`src/rtl/mem_arb_pkg.sv`:
```
// Shared encodings for the memory bus arbiter: FSM states, grant owner and
// the starvation limit that forces a pending fetch through.
package mem_arb_pkg;

    typedef enum logic [1:0] {
        IDLE = 2'd0,
        BUSY = 2'd1,
        RESP = 2'd2
    } state_t;

    typedef enum logic {
        GNT_I = 1'b0,
        GNT_D = 1'b1
    } gnt_t;

    localparam logic [1:0] STARVE_LIMIT = 2'd3;

endpackage

```
`src/rtl/mem_bus_arbiter.sv`:
```
// Arbitrates a fetch port and a data port onto one unified memory bus,
// one outstanding transaction at a time, data-first with fetch anti-starvation.
module mem_bus_arbiter
    import mem_arb_pkg::*;
(
    input  logic        clk,
    input  logic        clrn,
    input  logic        i_req,
    input  logic [31:0] i_addr,
    output logic [31:0] i_rdata,
    output logic        i_ready,
    input  logic        d_req,
    input  logic        d_we,
    input  logic [31:0] d_addr,
    input  logic [31:0] d_wdata,
    output logic [31:0] d_rdata,
    output logic        d_ready,
    output logic        m_req,
    output logic        m_we,
    output logic [31:0] m_addr,
    output logic [31:0] m_wdata,
    input  logic [31:0] m_rdata,
    input  logic        m_ack,
    output logic        busy
);

    state_t     state;
    state_t     next_state;
    gnt_t       gnt;
    logic [1:0] dcnt;
    logic       pick_fetch;

    // Fetch wins when it is alone or when data has won too many times in a row.
    assign pick_fetch = i_req && (!d_req || (dcnt == STARVE_LIMIT));

    assign m_req   = (state == BUSY);
    assign busy    = (state != IDLE);
    assign i_ready = (state == RESP) && (gnt == GNT_I);
    assign d_ready = (state == RESP) && (gnt == GNT_D);

    always_ff @(posedge clk or negedge clrn) begin
        if (!clrn) begin
            state <= IDLE;
        end else begin
            state <= next_state;
        end
    end

    always_comb begin
        next_state = state;
        case (state)
            IDLE: begin
                if (i_req || d_req) begin
                    next_state = BUSY;
                end
            end
            BUSY: begin
                if (m_ack) begin
                    next_state = RESP;
                end
            end
            RESP: begin
                next_state = IDLE;
            end
            default: begin
                next_state = IDLE;
            end
        endcase
    end

    // Grant capture in IDLE and read-data capture on completion in BUSY.
    always_ff @(posedge clk or negedge clrn) begin
        if (!clrn) begin
            gnt     <= GNT_I;
            dcnt    <= 2'd0;
            m_we    <= 1'b0;
            m_addr  <= 32'd0;
            m_wdata <= 32'd0;
            i_rdata <= 32'd0;
            d_rdata <= 32'd0;
        end else begin
            case (state)
                IDLE: begin
                    if (pick_fetch) begin
                        gnt     <= GNT_I;
                        m_addr  <= i_addr;
                        m_we    <= 1'b0;
                        m_wdata <= 32'd0;
                        dcnt    <= 2'd0;
                    end else if (d_req) begin
                        gnt     <= GNT_D;
                        m_addr  <= d_addr;
                        m_we    <= d_we;
                        m_wdata <= d_wdata;
                        if (!i_req) begin
                            dcnt <= 2'd0;
                        end else if (dcnt != STARVE_LIMIT) begin
                            dcnt <= dcnt + 2'd1;
                        end
                    end
                end
                BUSY: begin
                    if (m_ack) begin
                        if (gnt == GNT_I) begin
                            i_rdata <= m_rdata;
                        end else if (!m_we) begin
                            d_rdata <= m_rdata;
                        end
                    end
                end
                default: begin
                end
            endcase
        end
    end

endmodule

```
`config.mk`:
```
export PLATFORM = sky130hd
export DESIGN_NAME = mem_bus_arbiter
export DESIGN_NICKNAME = d
export VERILOG_FILES = /design/src/rtl/mem_arb_pkg.sv /design/src/rtl/mem_bus_arbiter.sv
export SDC_FILE = /design/constraint.sdc
export NUM_CORES = 1
export LEC_CHECK = 0
export BUFFER_PORTS_ARGS = -buffer_cell sky130_fd_sc_hd__clkbuf_2
export CORE_UTILIZATION = 45
export CTS_BUF_LIST = sky130_fd_sc_hd__clkbuf_4 sky130_fd_sc_hd__clkbuf_8
export CTS_CLUSTER_DIAMETER = 60
export DETAILED_ROUTE_END_ITERATION = 8
export PLACE_DENSITY_LB_ADDON = 0.25
export SLEW_MARGIN = 25
export SYNTH_ARGS = -nofsm -noshare
export SYNTH_HDL_FRONTEND = slang
export SYNTH_SLANG_ARGS = --single-unit
```
`constraint.sdc`:
```
create_clock -name clk -period 3.2 [get_ports clk]
set_clock_uncertainty 0.15 [all_clocks]
set_input_delay 0.32 -clock clk [delete_from_list [all_inputs] [get_ports clk]]
set_output_delay 0.32 -clock clk [all_outputs]
set_load 0.01 [all_outputs]
```
Word level (Yosys, flattened, before mapping):

Index checks and enable logic that the tools add are counted.

* flip-flop bits (word level): 134
* bits of input ports: 134
* output and inout bits: 133

* $add $sub $neg: 1
* equality and inequality tests: 7
* mux-type cells: 15
* bitwise operators: 2
* reduce and logical (&&, ||, !) cells: 14

Operator list (number)
* two-way mux 32 bit: 4
* two-way mux 2 bit: 6
* AND reduction 3 bit: 2
* == test 2 bit, second input constant: 2
* two-way mux 1 bit: 4
* != test 2 bit, second input constant: 2
* case mux 2 bit (2 select lines): 1
* AND reduction 2 bit: 2
* AND reduction 4 bit: 1
* nonzero test 2 bit: 2
* logical AND 1 bit: 3
* != test 3 x 1 -> 1 bit, second input constant: 1
* adder 2 x 1 -> 2 bit, second input constant: 1
* == test 2 x 1 -> 1 bit, second input constant: 1
* zero test 2 bit: 1
* logical OR 1 bit: 2
* != test 2 x 1 -> 1 bit, second input constant: 1
* inverter 1 bit: 2
* zero test 1 bit: 1

Longest topological paths before layout:

* depth in word-level cells: 5
* gate-level depth with buffers: 7
* mapped depth without buffers: 4

Least setup slack after synthesis:

OpenSTA, ideal clock, no wires.

* kind: flip-flop to flip-flop
* from: register state[1]
* to: register d_rdata[22]
* library setup time: 0.125 ns
* arrival: 1.432 ns
* required time: 2.925 ns
* setup slack: 1.493 ns
* stages on the path, launching flop included: 5
* buffers on the path: 1
* path through: dfrtp_1 -> nand3b_1 -> nor3b_4 -> buf_6 -> mux2_2

* cells in the longest elaborated chain, start to end: 2

RTL lines
* start: declaration: line mem_bus_arbiter.sv:27 `state_t state;`
* start signal: assignment: line mem_bus_arbiter.sv:45 `state <= next_state;`
* == test 2 x 1 -> 1 bit: line mem_bus_arbiter.sv:82 `case (state)`
* AND reduction 4 bit (no source line)
* end signal: assignment: line mem_bus_arbiter.sv:107 `d_rdata <= m_rdata;`
* end: declaration: line mem_bus_arbiter.sv:16 `output logic [31:0] d_rdata,`

Every way passes these cells.
A chain may end at the register's enable or synchronous reset.

Final worst setup path:

* from: register state[0]
* to: register m_addr[3]

* cells in the longest elaborated chain, start to end: 2

RTL lines
* zero test 2 bit: line mem_bus_arbiter.sv:82
* AND reduction 2 bit (no source line)
* end signal: assignment: line mem_bus_arbiter.sv:86 `m_addr <= i_addr;`
* end signal: assignment: line mem_bus_arbiter.sv:92 `m_addr <= d_addr;`
* end: declaration: line mem_bus_arbiter.sv:20 `output logic [31:0] m_addr,`

Every way passes these cells.

==> impl_metrics.yaml <==
routing:
  vias_per_cell: 5.32
  wl_per_cell_um: 17.0
  drcViolationCount: 0
  final_antenna_net_count: 0
  first_pass_iters: 5
  drt_wl_total_mm: 16.2
  vias: 5069
  drt_iter0_markers: 400
global_route:
  grt_max_degree: 62
  grt_pass1_vias: 5225
  antenna_found_initial: 0
  grt_usage_pct: 26.7
  grt_pass1_wl_mm: 26.2
  gr-total-overflow: 0
floorplan:
  dieArea_um2: 12600
  start_util_pct: 47.0
  ios: 267
  die_w_um: 112
  rows: 39
  core_area_um2: 11700
  dieHeight_um: 112
clock_tree:
  cts_tree: "done"
  cts_hold_buf: 120
  cts_buffer_depth: 2
  cts-root-buf: "clkbuf_8"
  cts-resized-gates: 0
  h-tree-depth: 4
  clk_pin_slew_ns: 0.08
  cts_buffers: 17
  clkLatencyLatePin_ns: 0.43
  clkSinkCount: 134
  cts_setup_buffers: 0
critical_path:
  r2r_start: "state[0]"
  reg2reg_depth: 6
  start_kind: "flip-flop"
  critical_path_class: "flip-flop to flip-flop"
  crit_path_end_kind: "flip-flop"
  worst-path-max-fanout: 36
  cp.arrival_ns: 2.67
  timing.rr.end: "m_addr[3]"
  rrSetupSlack_ns: 0.69
  worst_ep_required_time_ns: 3.35
logic_synthesis:
  synth_area_leader_cell: "dfrtp_1"
  synthFlopType: "dfrtp_1"
  syn_area_um2: 5480
  async_flop_share_pct: 100
  synth-seq-cells: 134
  seq_area_frac_synth_pct: 61.2
  syn_nets: 557
  ys_warn_count: 0
  netlist.area_leader.share_pct: 61.2
  synth_edf_count: 0
  yosysUniqueCellTypes: 30
  syn_avg_cell_area_um2: 13.0
  synthTopCellsByArea: "dfrtp_1 61%, mux2_2 12%, a22o_1 5.3%"
  synth_cells: 422
worst_hold_path:
  hold_path_class: "input pin to flip-flop"
  min_to: "m_addr[24]"
  min_from: "d_addr[24]"
  hold_depth: 3
sta:
  max_slew_margin_pct: 51.1
  rsz0062_at_grt: "no"
  timing.final.crit_period_ns: 2.51
  fin_ws_ns: 0.687
  fin_crit_sh_pct: 78.5
  slew_viol_final: 0
  worst_pin_slew_ns: 0.733
  setup_viol: 0
  fmaxAchievable_mhz: 398
  finalHoldViolCount: 0
  finalSetupTns_ns: 0
placement:
  placed_cell_area_um2: 6840
  finalWeightedCongestion: 0.865
  place_ws_ns: 0.953
  hpwl_mm: 10.1
  port_buffers: 266
finish:
  diodes: 0
  area.growth.synth_to_final_pct: 53.4
  drive_gt1_share_pct: 46.4
  final_area_um2: 8400
  nNetsFinal: 934
  fillers: 791
  final_util_pct: 72.1
status:
  status: "complete, no violations"
power:
  power_mw: 7.57
  irDropWorstVdd_v: 0.000415
  powerDensity_nw_per_um2: 901
  leakagePower_nw: 4.08
flow_run:
  drv_cap: 0
-- worst max path at each step --
| stage | start | end | slack (ns) | cells after the start |
|---|---|---|---|---|
| finish | state[0] | m_addr[3] | 0.69 | 6 |
| global route | state[0] | m_addr[3] | 0.51 | 6 |
| CTS | state[0] | m_addr[10] | 0.73 | 6 |
| detailed placement | i_req | m_wdata[14] | 0.95 | 5 |
| global placement | i_req | m_wdata[1] | 1.03 | 5 |
| floorplan | state[1] | d_rdata[22] | 1.49 | 4 |
-- sequential cells by signal, indices dropped and copies added, names as in the netlist --
name / flops
d_rdata: 32
dcnt: 2
gnt: 1
i_rdata: 32
m_addr: 32
m_wdata: 32
m_we: 1
state: 2
-- power by group --
part | leakage (nW) | total, mW | internal [mW] | switching (mW)
sequential | 1.60 | 3.02 | 2.53 | 0.495
clock | 0.193 | 1.29 | 0.672 | 0.617
combinational | 2.29 | 3.26 | 1.65 | 1.61
-- synth_stat cells, types with 2 or more instances --
library cell and n:
nand3_1 32, nand2b_1 2, o21ai_0 34, buf_6 12
a21oi_1 32, mux2_1 4, buf_2 4, mux2_2 60
dfrtp_1 134, buf_4 3, a22o_1 33, clkbuf_1 19
a21o_1 2, a31oi_1 29, a31oi_2 3, inv_1 5
-- metrics by stage --
step,hold WS (ns),instances
6_report,0.0316,953
5_1_grt,0.00319,953
4_1_cts,0.00211,953
3_5_place_dp,0.178,803
3_3_place_gp,0.167,803
2_1_floorplan,-0.126,422
-- logic make-up after synthesis --
family	synth area share (%)
adder cells (fa/ha/maj)	0.228
flip-flops	61.2
AND/OR/NAND/NOR	4.80
AO/OA/AOI/OAI	15.8
buffers and inverters	4.89
multiplexers	13.2
-- layout by cell type, fill, tap and decap left out --
| cell | count |
|---|---|
| dlygate4sd3_1 | 120 |
| and2_1 | 1 |
| a21o_1 | 2 |
| nor3b_4 | 1 |
| a31oi_1 | 29 |
| nand2b_2 | 1 |
| clkbuf_4 | 3 |
| a31oi_2 | 3 |
| nor2_2 | 2 |
| nor3b_1 | 1 |
| ha_1 | 1 |
| dfrtp_1 | 134 |
| inv_6 | 1 |
| or2_1 | 1 |
| clkinv_2 | 4 |
| mux2_1 | 4 |
| nor4_1 | 1 |
| nand2b_1 | 1 |
| a21oi_1 | 32 |
| buf_6 | 1 |
| o21ai_0 | 34 |
| o211a_2 | 1 |
| mux2_2 | 60 |
| buf_12 | 1 |
| nand3_1 | 32 |
| nand2_2 | 1 |
| a22o_1 | 33 |
| clkbuf_2 | 265 |
| nand3b_1 | 1 |
| clkinv_4 | 2 |
| nand4_1 | 1 |
| bufinv_16 | 1 |
| nor2b_2 | 1 |
| clkbuf_8 | 19 |
| buf_4 | 9 |
| inv_1 | 5 |
| and3b_1 | 1 |
-- routing by layer --
layer | track usage, % | share of wire, % | up-vias
met2 | 47.1 | 50 | 288
met3 | 6.70 | 7.9 | 42
met1 | 31.3 | 39 | 2429
met5 | 0 | 0 | -
li1 | - | - | 2310
met4 | 10.8 | 2.7 | 0
-- layout make-up --
type	count	area, um2	area share, %
clock inverters	8	76.3	0.908
well taps	143	179	2.13
flip-flops and latches	134	3350	39.9
repair buffers	396	2630	31.2
clock buffers	22	284	3.38
inverters	5	18.8	0.223
multi-input cells	245	1870	22.2
-- critical path, cell delays in order, from the launching register on --
cell and delay, ns:
dfrtp_1 0.42, nor2_2 0.17, buf_4 0.39, and2_1 0.19, buf_4 0.33, a31oi_1 0.15
dlygate4sd3_1 0.59
No activity file was read; power rests on OpenSTA's default activity.
